==> src/rtl/ids_multi_match_if.sv <==
// Upstream/downstream word stream of the inline payload inspection stage.
// The stage itself sits on the slave side; traffic sources use master.
interface ids_multi_match_if #(
    parameter int DATA_WIDTH = 64,
    parameter int CTRL_WIDTH = DATA_WIDTH / 8
);
    logic [DATA_WIDTH-1:0] in_data;
    logic [CTRL_WIDTH-1:0] in_ctrl;
    logic                  in_wr;
    logic                  in_rdy;
    logic [DATA_WIDTH-1:0] out_data;
    logic [CTRL_WIDTH-1:0] out_ctrl;
    logic                  out_wr;
    logic                  out_rdy;

    modport slave (
        input  in_data, in_ctrl, in_wr, out_rdy,
        output in_rdy, out_data, out_ctrl, out_wr
    );

    modport master (
        output in_data, in_ctrl, in_wr, out_rdy,
        input  in_rdy, out_data, out_ctrl, out_wr
    );
endinterface

==> src/rtl/ids_multi_match.sv <==
// Inline multi-pattern payload inspection stage: input FIFO, registered
// pass-through, masked per-word pattern hits, end-of-packet alert/counters.
module ids_multi_match #(
    parameter int DATA_WIDTH      = 64,
    parameter int CTRL_WIDTH      = DATA_WIDTH / 8,
    parameter int NUM_PATTERNS    = 4,
    parameter int HEADER_WORDS    = 3,
    parameter int FIFO_DEPTH_BITS = 2
) (
    input  logic                           clk,
    input  logic                           reset,
    ids_multi_match_if.slave               bus,
    input  logic [NUM_PATTERNS*DATA_WIDTH-1:0] cfg_pattern,
    input  logic [NUM_PATTERNS*CTRL_WIDTH-1:0] cfg_mask,
    input  logic [NUM_PATTERNS-1:0]        cfg_pat_en,
    input  logic                           cfg_clear,
    output logic                           alert_valid,
    output logic [NUM_PATTERNS-1:0]        alert_bitmap,
    output logic [NUM_PATTERNS*32-1:0]     match_count,
    output logic [31:0]                    pkt_count
);
    localparam int DEPTH = 1 << FIFO_DEPTH_BITS;
    localparam int PW    = FIFO_DEPTH_BITS + 1;
    localparam int HCW   = $clog2(HEADER_WORDS + 1);

    typedef enum logic [1:0] {
        S_START,
        S_HDR,
        S_PAYLOAD
    } state_t;

    logic [DATA_WIDTH-1:0] r_mem_d [DEPTH];
    logic [CTRL_WIDTH-1:0] r_mem_c [DEPTH];
    logic [PW-1:0]         r_wptr, r_rptr;
    logic                  r_in_rdy;

    logic [PW-1:0]         w_occ, w_occ_nxt;
    logic                  w_full, w_empty, w_push, w_pop;
    logic [DATA_WIDTH-1:0] w_data;
    logic [CTRL_WIDTH-1:0] w_ctrl;

    assign w_occ   = r_wptr - r_rptr;
    assign w_full  = (w_occ == PW'(DEPTH));
    assign w_empty = (w_occ == '0);
    // A write into a full FIFO is a protocol violation and is dropped.
    assign w_push  = bus.in_wr && !w_full;
    assign w_pop   = !w_empty && bus.out_rdy;
    assign w_data  = r_mem_d[r_rptr[FIFO_DEPTH_BITS-1:0]];
    assign w_ctrl  = r_mem_c[r_rptr[FIFO_DEPTH_BITS-1:0]];
    assign w_occ_nxt = w_occ + PW'(w_push) - PW'(w_pop);

    always_ff @(posedge clk) begin
        if (w_push) begin
            r_mem_d[r_wptr[FIFO_DEPTH_BITS-1:0]] <= bus.in_data;
            r_mem_c[r_wptr[FIFO_DEPTH_BITS-1:0]] <= bus.in_ctrl;
        end
    end

    always_ff @(posedge clk) begin
        if (reset) begin
            r_wptr   <= '0;
            r_rptr   <= '0;
            r_in_rdy <= 1'b0;
        end else begin
            if (w_push) r_wptr <= r_wptr + 1'b1;
            if (w_pop)  r_rptr <= r_rptr + 1'b1;
            r_in_rdy <= (w_occ_nxt <= PW'(DEPTH - 2));
        end
    end

    assign bus.in_rdy = r_in_rdy;

    logic [NUM_PATTERNS-1:0] w_hit;

    always_comb begin
        for (int i = 0; i < NUM_PATTERNS; i++) begin
            w_hit[i] = cfg_pat_en[i] &&
                       (cfg_mask[i*CTRL_WIDTH +: CTRL_WIDTH] != '0);
            for (int b = 0; b < CTRL_WIDTH; b++) begin
                if (cfg_mask[i*CTRL_WIDTH + b] &&
                    (w_data[8*b +: 8] !=
                     cfg_pattern[i*DATA_WIDTH + 8*b +: 8]))
                    w_hit[i] = 1'b0;
            end
        end
    end

    state_t                  r_state, w_state_nxt;
    logic [HCW-1:0]          r_hdr_cnt, w_hdr_nxt, w_hdr_inc;
    logic [NUM_PATTERNS-1:0] r_flags, w_flags_nxt, w_bitmap;
    logic                    w_eop, w_ctrl_nz;

    assign w_ctrl_nz = (w_ctrl != '0);
    assign w_hdr_inc = r_hdr_cnt + 1'b1;

    always_ff @(posedge clk) begin
        if (reset) begin
            r_state   <= S_START;
            r_hdr_cnt <= '0;
            r_flags   <= '0;
        end else begin
            r_state   <= w_state_nxt;
            r_hdr_cnt <= w_hdr_nxt;
            r_flags   <= w_flags_nxt;
        end
    end

    always_comb begin
        w_state_nxt = r_state;
        w_hdr_nxt   = r_hdr_cnt;
        w_flags_nxt = r_flags;
        w_eop       = 1'b0;
        w_bitmap    = '0;
        if (w_pop) begin
            unique case (r_state)
                S_START: begin
                    if (w_ctrl_nz) begin
                        w_state_nxt = S_HDR;
                        w_hdr_nxt   = '0;
                        w_flags_nxt = '0;
                    end
                end
                S_HDR: begin
                    if (!w_ctrl_nz) begin
                        w_hdr_nxt = w_hdr_inc;
                        if (w_hdr_inc == HCW'(HEADER_WORDS))
                            w_state_nxt = S_PAYLOAD;
                    end else if (r_hdr_cnt != '0) begin
                        // Packet ended inside the header: nothing inspected.
                        w_eop       = 1'b1;
                        w_state_nxt = S_START;
                    end
                end
                S_PAYLOAD: begin
                    w_flags_nxt = r_flags | w_hit;
                    if (w_ctrl_nz) begin
                        w_eop       = 1'b1;
                        w_bitmap    = r_flags | w_hit;
                        w_state_nxt = S_START;
                    end
                end
                default: w_state_nxt = S_START;
            endcase
        end
    end

    logic [DATA_WIDTH-1:0]              r_out_data;
    logic [CTRL_WIDTH-1:0]              r_out_ctrl;
    logic                               r_out_wr;
    logic                               r_alert_valid;
    logic [NUM_PATTERNS-1:0]            r_alert_bitmap;
    logic [NUM_PATTERNS-1:0][31:0]      r_match_cnt;
    logic [31:0]                        r_pkt_cnt;

    always_ff @(posedge clk) begin
        if (reset) begin
            r_out_data     <= '0;
            r_out_ctrl     <= '0;
            r_out_wr       <= 1'b0;
            r_alert_valid  <= 1'b0;
            r_alert_bitmap <= '0;
            r_match_cnt    <= '0;
            r_pkt_cnt      <= '0;
        end else begin
            r_out_wr      <= w_pop;
            r_alert_valid <= w_eop;
            if (w_pop) begin
                r_out_data <= w_data;
                r_out_ctrl <= w_ctrl;
            end
            if (w_eop) r_alert_bitmap <= w_bitmap;
            if (cfg_clear) begin
                r_match_cnt <= '0;
                r_pkt_cnt   <= '0;
            end else if (w_eop) begin
                if (r_pkt_cnt != '1) r_pkt_cnt <= r_pkt_cnt + 32'd1;
                for (int i = 0; i < NUM_PATTERNS; i++) begin
                    if (w_bitmap[i] && (r_match_cnt[i] != '1))
                        r_match_cnt[i] <= r_match_cnt[i] + 32'd1;
                end
            end
        end
    end

    assign bus.out_data  = r_out_data;
    assign bus.out_ctrl  = r_out_ctrl;
    assign bus.out_wr    = r_out_wr;
    assign alert_valid   = r_alert_valid;
    assign alert_bitmap  = r_alert_bitmap;
    assign match_count   = r_match_cnt;
    assign pkt_count     = r_pkt_cnt;
endmodule

==> src/flat_wrapper.sv <==
// flat-port wrapper written by rule: the top's interface ports become plain ports
module ids_multi_match_flat 
#(
    parameter int DATA_WIDTH      = 64,
    parameter int CTRL_WIDTH      = DATA_WIDTH / 8,
    parameter int NUM_PATTERNS    = 4,
    parameter int HEADER_WORDS    = 3,
    parameter int FIFO_DEPTH_BITS = 2
)
  (clk, reset, cfg_pattern, cfg_mask, cfg_pat_en, cfg_clear, alert_valid, alert_bitmap, match_count, pkt_count, bus_in_data, bus_in_ctrl, bus_in_wr, bus_out_rdy, bus_in_rdy, bus_out_data, bus_out_ctrl, bus_out_wr);
  ids_multi_match_if #(.DATA_WIDTH(DATA_WIDTH), .CTRL_WIDTH(CTRL_WIDTH)) bus_i ();
  input  logic clk;
  input  logic reset;
  input  logic [NUM_PATTERNS*DATA_WIDTH-1:0] cfg_pattern;
  input  logic [NUM_PATTERNS*CTRL_WIDTH-1:0] cfg_mask;
  input  logic [NUM_PATTERNS-1:0] cfg_pat_en;
  input  logic cfg_clear;
  output logic alert_valid;
  output logic [NUM_PATTERNS-1:0] alert_bitmap;
  output logic [NUM_PATTERNS*32-1:0] match_count;
  output logic [31:0] pkt_count;
  input wire logic [$bits(bus_i.in_data)-1:0] bus_in_data;
  input wire logic [$bits(bus_i.in_ctrl)-1:0] bus_in_ctrl;
  input wire logic [$bits(bus_i.in_wr)-1:0] bus_in_wr;
  input wire logic [$bits(bus_i.out_rdy)-1:0] bus_out_rdy;
  output wire logic [$bits(bus_i.in_rdy)-1:0] bus_in_rdy;
  output wire logic [$bits(bus_i.out_data)-1:0] bus_out_data;
  output wire logic [$bits(bus_i.out_ctrl)-1:0] bus_out_ctrl;
  output wire logic [$bits(bus_i.out_wr)-1:0] bus_out_wr;
  assign bus_i.in_data = bus_in_data;
  assign bus_i.in_ctrl = bus_in_ctrl;
  assign bus_i.in_wr = bus_in_wr;
  assign bus_i.out_rdy = bus_out_rdy;
  assign bus_in_rdy = bus_i.in_rdy;
  assign bus_out_data = bus_i.out_data;
  assign bus_out_ctrl = bus_i.out_ctrl;
  assign bus_out_wr = bus_i.out_wr;
  ids_multi_match #(.DATA_WIDTH(DATA_WIDTH), .CTRL_WIDTH(CTRL_WIDTH), .NUM_PATTERNS(NUM_PATTERNS), .HEADER_WORDS(HEADER_WORDS), .FIFO_DEPTH_BITS(FIFO_DEPTH_BITS)) u_core (.clk(clk), .reset(reset), .bus(bus_i), .cfg_pattern(cfg_pattern), .cfg_mask(cfg_mask), .cfg_pat_en(cfg_pat_en), .cfg_clear(cfg_clear), .alert_valid(alert_valid), .alert_bitmap(alert_bitmap), .match_count(match_count), .pkt_count(pkt_count));
endmodule
==> config.mk <==
export PLATFORM = sky130hd
export DESIGN_NAME = ids_multi_match_flat
export DESIGN_NICKNAME = d
export VERILOG_FILES = /design/src/rtl/ids_multi_match_if.sv /design/src/rtl/ids_multi_match.sv /design/src/flat_wrapper.sv
export SDC_FILE = /design/constraint.sdc
export NUM_CORES = 1
export LEC_CHECK = 0
export ABC_AREA = 1
export BUFFER_PORTS_ARGS = -buffer_cell sky130_fd_sc_hd__buf_4
export CAP_MARGIN = 20
export CELL_PAD_IN_SITES_DETAIL_PLACEMENT = 1
export CELL_PAD_IN_SITES_GLOBAL_PLACEMENT = 1
export CORE_ASPECT_RATIO = 1.1
export CORE_MARGIN = 4
export CORE_UTILIZATION = 38
export DETAILED_ROUTE_END_ITERATION = 7
export PLACE_DENSITY_LB_ADDON = 0.15
export REMOVE_ABC_BUFFERS = 1
export SLEW_MARGIN = 40
export SYNTH_ARGS = -nofsm -noshare
export SYNTH_HDL_FRONTEND = slang
export SYNTH_SLANG_ARGS = --single-unit
==> constraint.sdc <==
create_clock -name clk -period 6.36 [get_ports clk]
set_input_delay 0.318 -clock clk [delete_from_list [all_inputs] [get_ports clk]]
set_output_delay 0.318 -clock clk [all_outputs]
set_load 0.005 [all_outputs]
==> impl_metrics.env <==
export IMPL_max_freq_ghz=0.2315
export IMPL_post_cts_resized=0
export IMPL_htreeDepth=2
export IMPL_finalCritPeriodShare=0.6791
export IMPL_start_util=0.3850
export IMPL_grt_max_degree=145
export IMPL_grt_pass1_vias=29240
export IMPL_pwr_share_clk=0.258
export IMPL_maxCapViolCount=0
export IMPL_die_y_um=299.5
export IMPL_gp_congestion=0.9537
export IMPL_critical_path_class="flip-flop to flip-flop"
export IMPL_first_pass_iters=5
export IMPL_num_nets_final=4978
export IMPL_synthesis_instances=3953
export IMPL_p_comb_frac=0.418
export IMPL_cts_made_buffers=61
export IMPL_yosysTopAreaCellShare=0.2946
export IMPL_synth_area_leaders="edfxtp_1, dfxtp_1, nand2_1"
export IMPL_rsz0062_at_grt="no"
export IMPL_drtAntennaViolNets=0
export IMPL_dpl_hpwl_um=84960
export IMPL_maxSlewViolCount=0
export IMPL_ys_flop_type="edfxtp_1"
export IMPL_synthArstFlopShare=0
export IMPL_setup_slack_ns=2.041
export IMPL_cts_root_buf="clkbuf_16"
export IMPL_syn_to_final_growth_pct=28.58
export IMPL_ys_types=42
export IMPL_grtUsageTotal=0.2693
export IMPL_p_sw_mw=5.816
export IMPL_drt_iter0_markers=1473
export IMPL_clk_pin_slew_ns=0.07
export IMPL_powerDensity_nw_per_um2=372.9
export IMPL_cp_arrival_ns=4.84
export IMPL_period_needed_ns=4.319
export IMPL_routed_via_count=28880
export IMPL_clk_latency_ns=0.63
export IMPL_fp_row_count=106
export IMPL_stdcell_area_um2=37750
export IMPL_syn_cell_area_um2=29360
export IMPL_grt_ovfl_total=0
export IMPL_swShare=0.4132
export IMPL_placed_area_um2=34910
export IMPL_skew_ns=0.02189
export IMPL_end_kind="flip-flop"
export IMPL_hp_class="input port to flip-flop"
export IMPL_status="finished clean"
export IMPL_seqCellArea_um2=13760
export IMPL_timing_max_slew_rel_slack=0.4371
export IMPL_worstPathRequired_ns=6.88
export IMPL_routed_wl_um=114200
export IMPL_layout_cells_non_filler=5694
export IMPL_setup_viol=0
export IMPL_vias_per_cell=5.071
export IMPL_path_max_fanout=60
export IMPL_clock_path_buffers=3
export IMPL_grt_pass1_wl_um=172700
export IMPL_io_pins=608
export IMPL_leakagePower_nw=16.82
export IMPL_synth_area_per_cell_um2=7.427
export IMPL_yosys_area_top_type="edfxtp_1"
export IMPL_pre_cts_ws_ns=1.963
export IMPL_worstSetupStartpointType="flip-flop"
export IMPL_cts_sinks=543
export IMPL_multi_input_area_um2=12870
export IMPL_hp_start="bus_out_rdy"
export IMPL_cts_tree="done"
export IMPL_synth_edf_count=288
export IMPL_antenna_found_initial=34
export IMPL_drc_errors=0
export IMPL_drive_gt1_frac=0.1698
export IMPL_holdBufCountCts=73
export IMPL_nFillCells=9536
export IMPL_die_x_um=273.0
export IMPL_tightest_slew_ns=0.8443
export IMPL_yosysMostFrequentCell="nand2_1"
export IMPL_postCtsSetupRepairBufs=0
export IMPL_hold_viol=0
export IMPL_synth_seq_area_share=0.4684
export IMPL_yosys_top_cells_count="nand2_1, inv_1, nand3_1, nor2_1, edfxtp_1"
export IMPL_ys_ff_latch=543
export IMPL_core_area_um2=76260
export IMPL_dp_cells=5479
export IMPL_p_seq_frac=0.324
export IMPL_routedWlPerCell_um=20.05
export IMPL_port_buffers=607
export IMPL_die_area_um2=81780
export IMPL_fin_total_pwr_mw=14.08
export IMPL_peakVddDrop_v=0.0003164
export IMPL_p_int_mw=8.261
export IMPL_yosysWarnings=0
==> registers in the layout (all words and copies together), names as in the netlist, named ones only <==
signal,cells
u_core.r_mem_d,256
u_core.bus.in_rdy,1
u_core.r_state,2
u_core.r_wptr,3
u_core.match_count,128
u_core.alert_valid,1
u_core.r_rptr,3
u_core.alert_bitmap,4
u_core.bus.out_ctrl,8
u_core.r_hdr_cnt,2
u_core.bus.out_wr,1
u_core.pkt_count,32
u_core.bus.out_data,64
u_core.r_mem_c,32
u_core.r_flags,4
==> power by group through the flow <==
stage	Combinational, mW	Clock (mW)	Sequential (mW)
4_1_cts	5.89	3.73	4.56
3_5_place_dp	5.80	0	4.63
2_1_floorplan	3.45	0	4.73
5_1_grt	6.58	3.87	4.61
6_report	5.88	3.63	4.56
3_3_place_gp	5.65	0	4.61
==> worst max-delay path: stages (launching register included) <==
cell and delay (ns):
dfxtp_4 0.35, inv_4 0.56, buf_4 0.46, nand3_1 0.23, nand2_1 0.20, nand2_1 0.07, nand2_1 0.08, nand2_1 0.07
nor2_1 0.13, nand2_1 0.19, nand2_1 0.13, nand3_1 0.08, nor2_1 0.09, nand2_1 0.19, nand2_2 0.46, nand4_2 0.54
o21bai_1 0.30, nor2_1 0.06
==> final timing paths <==
kind                             to  depth (start not counted)  slack [ns]
max          u_core.match_count[90]                         17        2.04
min reg2reg       u_core.r_flags[1]                          2        0.47
min               u_core.bus.out_wr                          3        0.14
max reg2reg  u_core.match_count[90]                         17        2.04
==> per-stage QoR <==
stage            util  setup TNS, ns  hold slack [ns]
6_report       0.4950              0           0.1423
3_5_place_dp   0.4578              0           0.4603
5_1_grt        0.4947              0           0.1636
4_1_cts        0.4941              0           0.1053
3_3_place_gp   0.4564              0           0.4451
2_1_floorplan       -       -0.01136           0.3871
==> cells by family (layout without fill, tap and decap cells) <==
family                     count (synthesis)  in the layout  share of synthesized area
AOI/OAI and AO/OA                        367            367                    0.07215
xor gates and xnor gates                  93             93                    0.02774
adders and majority gates                 20             20                   0.009035
buffers and inverters                    695           1383                    0.09490
DFF                                      543            543                     0.4684
other                                      0             27                          0
and+or+nand+nor                         2235           2235                     0.3278
==> layout make-up <==
type                            instances  area share
Antenna cell                           27    0.001790
Clock buffer                           72     0.04292
Clock inverter                         43     0.01114
Inverter                              564     0.05634
Multi-Input combinational cell       2715      0.3409
Sequential cell                       543      0.3645
Tap cell                             1026     0.03401
Timing Repair Buffer                  704      0.1483
==> placed cells by master, fill, tap and decap left out, types with 9 or more instances in the layout <==
cell type	instances
nor3_1	62
nand3b_1	35
diode_2	27
buf_4	619
nand2_1	1222
inv_1	552
clkinv_1	10
o21bai_1	76
nand2_2	22
xnor2_1	12
xor2_1	81
clkbuf_16	63
a21oi_1	143
edfxtp_1	288
nand4_1	126
nor4_1	31
clkinvlp_4	9
dlygate4sd3_1	73
nor2_1	351
ha_1	17
o21ai_0	115
nand3_1	360
dfxtp_1	253
==> layer usage <==
layer / up-vias / share of wire / global-route usage
met1: 13860 / 0.40 / 0.3172
met2: 703 / 0.50 / 0.4797
met4: 12 / 0.032 / 0.09277
li1: 14120 / - / -
met3: 178 / 0.065 / 0.06436
met5: - / 0.00070 / 0
(Power assumes the default switching activity.)
